===== config.mk =====
export PLATFORM = sky130hd
export DESIGN_NAME = ysyx_23060061_inst_queue
export DESIGN_NICKNAME = d
export VERILOG_FILES = /design/src/rtl/ysyx_23060061_inst_queue.sv
export SDC_FILE = /design/constraint.sdc
export NUM_CORES = 1
export LEC_CHECK = 0
export ABC_AREA = 1
export BUFFER_PORTS_ARGS = -buffer_cell sky130_fd_sc_hd__buf_2
export CAP_MARGIN = 25
export CORE_ASPECT_RATIO = 0.75
export CORE_MARGIN = 8
export CORE_UTILIZATION = 58
export CTS_CLUSTER_SIZE = 14
export DETAILED_ROUTE_END_ITERATION = 8
export GPL_TIMING_DRIVEN = 0
export PLACE_DENSITY_LB_ADDON = 0.05
export SYNTH_ARGS = -nofsm -noshare
export SYNTH_HDL_FRONTEND = slang
export SYNTH_SLANG_ARGS = --single-unit
export TNS_END_PERCENT = 1

===== constraint.sdc =====
create_clock -name clk -period 5.05 [get_ports clk]
set_input_delay 0.505 -clock clk [delete_from_list [all_inputs] [get_ports clk]]
set_output_delay 0.505 -clock clk [all_outputs]
set_load 0.01 [all_outputs]

===== src/rtl/ysyx_23060061_inst_queue.sv =====
// Fetch-to-decode instruction queue: circular buffer of {inst, pc} with valid/ready on both sides and flush.
// Define YSYX_23060061_IQ_BYPASS_EN to pass an entry straight through an empty queue in the same cycle.
module ysyx_23060061_inst_queue #(
  parameter int DEPTH = 4,
  parameter int XLEN  = 32
) (
  input  logic                     clk,
  input  logic                     rst,
  input  logic                     in_valid,
  input  logic [XLEN-1:0]          in_inst,
  input  logic [XLEN-1:0]          in_pc,
  output logic                     in_ready,
  output logic                     out_valid,
  output logic [XLEN-1:0]          out_inst,
  output logic [XLEN-1:0]          out_pc,
  input  logic                     out_ready,
  input  logic                     flush,
  output logic [$clog2(DEPTH):0]   count
);

  localparam int AW = $clog2(DEPTH);
  localparam logic [AW:0] PTR_ONE = {{AW{1'b0}}, 1'b1};

  logic [XLEN-1:0] inst_mem [DEPTH];
  logic [XLEN-1:0] pc_mem   [DEPTH];

  logic [AW:0]   wr_ptr_reg, wr_ptr_next;
  logic [AW:0]   rd_ptr_reg, rd_ptr_next;
  logic [AW-1:0] wr_idx, rd_idx;
  logic          empty, full;
  logic          bypass;
  logic          enq, deq;

  assign wr_idx = wr_ptr_reg[AW-1:0];
  assign rd_idx = rd_ptr_reg[AW-1:0];
  assign empty  = (wr_ptr_reg == rd_ptr_reg);
  assign full   = (wr_idx == rd_idx) && (wr_ptr_reg[AW] != rd_ptr_reg[AW]);

  // in_ready depends only on registered state plus rst/flush, never on out_ready.
  assign in_ready = !full && !rst && !flush;

`ifdef YSYX_23060061_IQ_BYPASS_EN
  assign bypass    = empty && in_valid && out_ready && !flush && !rst;
  assign out_valid = (!empty || (in_valid && empty)) && !flush && !rst;
`else
  assign bypass    = 1'b0;
  assign out_valid = !empty && !flush && !rst;
`endif

  // A bypassed entry is consumed directly, so it neither writes storage nor moves a pointer.
  assign enq = in_valid && in_ready && !bypass;
  assign deq = out_valid && out_ready && !empty;

  always_comb begin
    out_inst = '0;
    out_pc   = '0;
    if (out_valid) begin
      if (bypass || empty) begin
        out_inst = in_inst;
        out_pc   = in_pc;
      end else begin
        out_inst = inst_mem[rd_idx];
        out_pc   = pc_mem[rd_idx];
      end
    end
  end

  always_comb begin
    wr_ptr_next = wr_ptr_reg;
    rd_ptr_next = rd_ptr_reg;
    if (flush) begin
      rd_ptr_next = wr_ptr_reg;
    end else begin
      if (enq) wr_ptr_next = wr_ptr_reg + PTR_ONE;
      if (deq) rd_ptr_next = rd_ptr_reg + PTR_ONE;
    end
  end

  always_ff @(posedge clk) begin
    if (rst) begin
      wr_ptr_reg <= '0;
      rd_ptr_reg <= '0;
    end else begin
      wr_ptr_reg <= wr_ptr_next;
      rd_ptr_reg <= rd_ptr_next;
    end
  end

  // Storage carries no reset; validity is tracked entirely by the pointers.
  always_ff @(posedge clk) begin
    if (enq) begin
      inst_mem[wr_idx] <= in_inst;
      pc_mem[wr_idx]   <= in_pc;
    end
  end

  assign count = wr_ptr_reg - rd_ptr_reg;

endmodule


==> reports/results.txt, run 1 <==
CP cell instances: inv_1, ha_1, nand2_1, inv_1, nand3_2, nand2_2, buf_6, buf_6, a221oi_2, buf_2
cell count after synthesis: 705
Final Cell Area: 12800 µm²
max_slew headroom: 0.4138
yosys warns: 0
placed cells: 1098
crit path DAT: 2.55 ns
Power Total: 4.826 mW
sequential element share of the synthesized area: 0.7326
Slew @ Worst Pin: 0.8772 ns
Worst EP required: 4.55 ns
Crit. End Element: primary output
Post-Syn Area per Cell: 15.19 µm²
largest net degree at the start of global routing: 27
Max Clk Rate: 327.0 MHz
R2R depth: 9
DRC: 0
Port Buf Inserts: 137
Post-Synthesis Net Count: 782
GP Congestion: 0.8189
Synth area leaders: edfxtp_1 72%, a221oi_2 7.0%, nand2_1 5.0%
placed cell areas: 11940 µm²
Top-Level Pins: 138
Nets: 956
Final Max Slew Viols: 0
initial core utilization: 0.5856
hold crit path type: in -> reg
Total Routed Length: 25100 µm
total global-route track usage: 0.2103
initial antenna violation count: 1
final std cells w/o fill: 1146
RR Endpoint: inst_mem[1][29]
share of cells above drive strength 1: 0.3081
Clock transition at path regs: 0.06 ns
WL/cell: 21.90 µm
top flop regs: inst_mem (128), pc_mem (128)
first-pass GRT wire length: 38340 µm
leakage: 4.778 nW
Post-CTS Setup Bufs: 0
r2r setup slk: 2.30 ns
clock tree buffer depth: 3
period utilization: 0.6056
core box area: 18290 µm²
die height: 133.7 µm
largest vdd supply drop: 0.2186 mV
Final Util: 0.6998
post-CTS sizing: 0
RSZ-0062 raised after global routing: no
final hold violations: 0
Root Buffer: clkbuf_16
Setup TNS Final: 0 ns
CP startpoint kind: flip-flop
cts bufs inserted: 26
DR iter-0 viols: 658
reg2reg start: wr_ptr_reg[0]
die extent in x: 172.9 µm
maxcap violations: 0
HP Start: in_pc[29]
Hold EP: pc_mem[0][29]
Netlist cell types: 25
H-tree depth: 1
Synth-to-Final Area Change: 19.51%
GR Overflow Total: 0
Post-synth top flop: edfxtp_1
post-route ant nets: 0
clk sink count: 264
Setup CP Type: reg -> out
row count: 43
Seq cells post-synth: 264
PD cells: 377.0 nW/µm²
CP peak stage delay: 0.45 ns
Post-synth ARST share: 0
post-synth top area cell: edfxtp_1
first-pass iteration count of the detailed router: 5
ant diodes: 0
Post-synth EDFFs: 256
clk_lat worst skew: 0.52 ns
Buf/Inv on CP: 5
routed vias: 6681
CTS tree: built
crit-path max FO: 10
worst clock skew: 0.01238 ns
vias in the first global route: 6951
# setup viols final: 0
DP HPWL: 16120 µm
Critical-path top delay cell: dfxtp_1
Final Critical Period: 3.058 ns
Synth Cell Area: 10710 µm²
status: completed
hold path cells: 1
Crit path max-delay family: buffers and inverters
vias per inst: 5.830
top-area cell type share of the netlist area: 0.7177
hold_buf cts: 0
DIE AREA: 23120 µm²
[metal layers]
layer  GRT usage  routed length (µm)
met5           0                  10
met4     0.05399                 564
met3     0.03591                1440
met2      0.3512               12500
met1      0.2841               10590
[where the power goes]
part,switching [mW],leakage (nW),internal [mW]
Sequential,0.00972,2.38,2.43
Clock,0.773,0.421,1.16
Combinational,0.298,1.98,0.151
[cell usage after synthesis (8+ instances only)]
| cell | number |
|---|---|
| buf_2 | 22 |
| nand2_1 | 143 |
| a21oi_1 | 69 |
| a221oi_2 | 50 |
| a221oi_1 | 14 |
| edfxtp_1 | 256 |
| inv_1 | 17 |
| dfxtp_1 | 8 |
| clkbuf_1 | 13 |
| nor2_1 | 12 |
| a21boi_0 | 61 |
| buf_6 | 8 |
[logic make-up after synthesis]
family,count (synthesis),share of synthesized area
simple gates,164,0.06109
compound gates,199,0.1596
flops,264,0.7326
fa+ha+maj,8,0.01005
buf+inv,66,0.03341
xor+xnor,4,0.003271
[worst max path at each step]
stage | start | endpoint | slack, ns | cells after the start
2_1_floorplan | wr_ptr_reg[0] | inst_mem[0][0] | 0.78 | 7
3_3_place_gp | wr_ptr_reg[0] | pc_mem[3][3] | -1.61 | 7
3_5_place_dp | wr_ptr_reg[0] | inst_mem[1][29] | 2.30 | 9
4_1_cts | wr_ptr_reg[0] | out_pc[8] | 1.99 | 10
5_1_grt | wr_ptr_reg[0] | out_pc[13] | 1.88 | 10
6_report | wr_ptr_reg[0] | out_pc[8] | 1.99 | 10
[cells in the final DEF, fill, tap and decap left out, types with 2 or more instances in the layout]
master	instances
edfxtp_1	256
buf_2	159
nand2_1	143
a21oi_1	69
a21boi_0	61
a221oi_2	50
clkbuf_16	27
clkbuf_1	21
inv_1	17
a221oi_1	14
buf_6	8
nor2_1	8
dfxtp_1	8
ha_1	7
buf_4	6
buf_12	6
nor2_4	5
clkinv_1	4
a21boi_1	3
xor2_1	3
nand3_1	3
bufinv_16	3
clkinv_2	3
buf_16	3
nand2_2	2
o21ai_0	2
clkbuf_8	2
[through the flow]
| stage | hold slack, ns | setup slack [ns] |
|---|---|---|
| 3_5_place_dp | 0.5233 | 2.298 |
| 6_report | 0.1986 | 1.992 |
| 3_3_place_gp | 0.5100 | -1.611 |
| 5_1_grt | 0.1867 | 1.877 |
| 2_1_floorplan | 0.4840 | 0.7801 |
| 4_1_cts | 0.1848 | 1.993 |
[layout make-up]
cell class	count	area [µm²]
buffer	49	294.0
clock buffer	37	733.2
clock inverter	11	128.9
fill	1244	5492
inverter	17	63.81
multi-input combinational	375	2536
sequential	264	7848
tap	247	309.0
timing repair buffer	146	888.4
No activity file was read; power rests on OpenSTA's default activity.
==> run 2: changes to the inputs <==
--- a/config.mk
+++ b/config.mk
@@ -10,7 +10,7 @@
 export CAP_MARGIN = 25
 export CORE_ASPECT_RATIO = 0.75
 export CORE_MARGIN = 8
-export CORE_UTILIZATION = 58
+export CORE_UTILIZATION = 52
 export CTS_CLUSTER_SIZE = 14
 export DETAILED_ROUTE_END_ITERATION = 8
 export GPL_TIMING_DRIVEN = 0
==> constraint.sdc (replaced) <==
create_clock -name clk -period 2.5 [get_ports clk]
set_input_delay 0.25 -clock clk [delete_from_list [all_inputs] [get_ports clk]]
set_output_delay 0.25 -clock clk [all_outputs]
set_load 0.01 [all_outputs]
==> reports/results.txt, run 2 (same netlist as run 1, synthesis figures left out) <==
leakage: 5.121 nW (was 4.778 nW)
Top-Level Pins: 138 (unchanged)
status: completed (unchanged)
commonest non-fill, non-tap cell in the layout: edfxtp_1 (unchanged)
largest vdd supply drop: 0.4569 mV (was 0.2186 mV)
maxcap violations: 0 (unchanged)
clock tree buffer depth: 3 (unchanged)
Nets: 1027 (was 956)
hold crit path type: in -> reg (unchanged)
Sequential Power Share: 0.504 (was 0.506)
first-pass GRT wire length: 41520 µm (was 38340 µm)
most frequent cells in the layout: 256 x edfxtp_1, 159 x buf_2, 143 x nand2_1, 69 x a21oi_1, 65 x dlygate4sd3_1 (was 256 x edfxtp_1, 159 x buf_2, 143 x nand2_1, 69 x a21oi_1, 61 x a21boi_0)
final hold violations: 0 (unchanged)
clock power share: 0.386 (was 0.401)
initial core utilization: 0.5299 (was 0.5856)
Final Cell Area: 13700 µm² (was 12800 µm²)
routed vias: 6913 (was 6681)
post-route ant nets: 0 (unchanged)
top flop regs: inst_mem (128), pc_mem (128) (unchanged)
total global-route track usage: 0.2089 (was 0.2103)
reg2reg start: rd_ptr_reg[1] (was wr_ptr_reg[0])
vias in the first global route: 7475 (was 6951)
GP Congestion: 0.7775 (was 0.8189)
DIE AREA: 25500 µm² (was 23120 µm²)
DRC: 0 (unchanged)
CTS tree: built (unchanged)
RSZ-0062 raised after global routing: yes (was no)
initial antenna violation count: 0 (was 1)
HP Start: in_valid (was in_pc[29])
worst clock skew: 0.008540 ns (was 0.01238 ns)
period utilization: 0.9801
Worst EP required: 2.25 ns (was 4.55 ns)
Power Total: 9.795 mW (was 4.826 mW)
Pint: 7.599 mW (was 3.745 mW)
DP HPWL: 16800 µm (was 16120 µm)
H-tree depth: 1 (unchanged)
largest net degree at the start of global routing: 28 (was 27)
Setup CP Type: reg -> out (unchanged)
core box area: 20210 µm² (was 18290 µm²)
max_slew headroom: 0.4952 (was 0.4138)
Critical-path top delay cell: clkbuf_1 (was dfxtp_1)
GR Overflow Total: 0 (unchanged)
CP peak stage delay: 0.50 ns (was 0.45 ns)
ant diodes: 0 (unchanged)
crit path DAT: 2.20 ns (was 2.55 ns)
die height: 140.3 µm (was 133.7 µm)
CP cell instances: buf_4, clkbuf_1, a21oi_1, a221oi_2, buf_2 (was inv_1, ha_1, nand2_1, inv_1, nand3_2, nand2_2, buf_6, buf_6, a221oi_2, buf_2)
# setup viols final: 0 (unchanged)
Final Max Slew Viols: 0 (unchanged)
Clock transition at path regs: 0.06 ns (about the same)
Total Routed Length: 26980 µm (was 25100 µm)
DR iter-0 viols: 558 (was 658)
WL/cell: 22.03 µm (was 21.90 µm)
CP startpoint kind: flip-flop (unchanged)
Synth-to-Final Area Change: 27.86% (was 19.51%)
Comb power frac: 0.111 (was 0.093)
Crit. End Element: primary output (unchanged)
row count: 45 (was 43)
Root Buffer: clkbuf_16 (unchanged)
vias per inst: 5.643 (was 5.830)
Slew @ Worst Pin: 0.7564 ns (was 0.8772 ns)
Final Util: 0.6776 (was 0.6998)
Net Switching: 2.196 mW (was 1.080 mW)
die extent in x: 181.7 µm (was 172.9 µm)
crit-path max FO: 10 (unchanged)
cts bufs inserted: 26 (unchanged)
Final Critical Period: 2.450 ns
Port Buf Inserts: 137 (unchanged)
Max Clk Rate: 408.1 MHz
first-pass iteration count of the detailed router: 5 (unchanged)
share of cells above drive strength 1: 0.3061 (was 0.3081)
clk sink count: 264 (unchanged)
PD cells: 715.2 nW/µm² (was 377.0 nW/µm²)
Net Sw Frac: 0.2242 (was 0.2238)
placed cell areas: 11910 µm² (was 11940 µm²)
clk_lat worst skew: 0.51 ns (was 0.52 ns)
run 2: cell count changes in the layout (fill, tap and decap cells not counted), moves of 5 or more:
cell,before,now
a221oi_2,50,42
a221oi_4,0,11
buf_12,6,11
clkbuf_1,21,14
clkbuf_2,0,6
dfxtp_1,8,3
dlygate4sd3_1,0,65
run 2: path summary, 6_finish.rpt:
path / to / slack, ns / cells after the start
setup / recovery: out_inst[24] / 0.05 / 5
setup reg to reg: pc_mem[2][5] / 0.12 / 9
hold / removal: wr_ptr_reg[2] / 0.05 / 3
hold reg to reg: wr_ptr_reg[2] / 0.51 / 2
run 2: critical path, delay by kind of cell, from the launching register on:
| family | cells | cell delay, ns |
|---|---|---|
| buf+inv | 3 | 0.90 |
| flops | 1 | 0.35 |
| compound gates | 2 | 0.45 |
run 2: final cells by class:
| cell class | instances | area [µm²] |
|---|---|---|
| inverters | 17 | 66.31 |
| fillers | 1389 | 6518 |
| flip-flops and latches | 264 | 7856 |
| plain buffers | 49 | 331.6 |
| well taps | 258 | 322.8 |
| clock buffers | 35 | 705.7 |
| multi-input cells | 377 | 2716 |
| repair buffers | 215 | 1579 |
| clock inverters | 10 | 117.6 |
run 2: timing repair:
| action | CTS | global route |
|---|---|---|
| resized for setup | 27 | 20 |
| hold buffers | 65 | 0 |
| gates cloned | 4 | 0 |
| pin swaps | 5 | 4 |
| hold endpoints to repair | 259 | 0 |
| buffers inserted | 2 | 1 |
| endpoints found under the setup margin | 200 | 100 |
run 2: power by group through the flow:
stage	clock network [mW]	logic (mW)	registers, mW
after floorplan	0	0.538	5.03
after detailed placement	0	0.916	5.03
after CTS	3.84	1.08	4.93
after global placement	0	0.863	5.03
final	3.78	1.08	4.93
after global routing	4.01	1.17	4.93
run 2: layer usage:
layer / vias to the layer above / track usage / wire length (µm)
li1: 3195 / - / -
met1: 3449 / 0.2731 / 11450
met2: 234 / 0.3631 / 13560
met3: 35 / 0.03230 / 1488
met4: 0 / 0.04864 / 484
met5: - / 0 / 0
run 2: stage by stage:
stage / worst slack, ns / hold slack (ns) / TNS, ns / instances
CTS: 0.002376 / 0.04489 / 0 / 1224
floorplan: -0.7111 / 0.3191 / -182.04 / 705
global route: -0.03301 / 0.04526 / -0.1466 / 1225
global placement: -2.315 / 0.4585 / -584.90 / 1100
finish: 0.04964 / 0.04696 / 0 / 1225
detailed placement: -0.3599 / 0.4656 / -21.50 / 1108
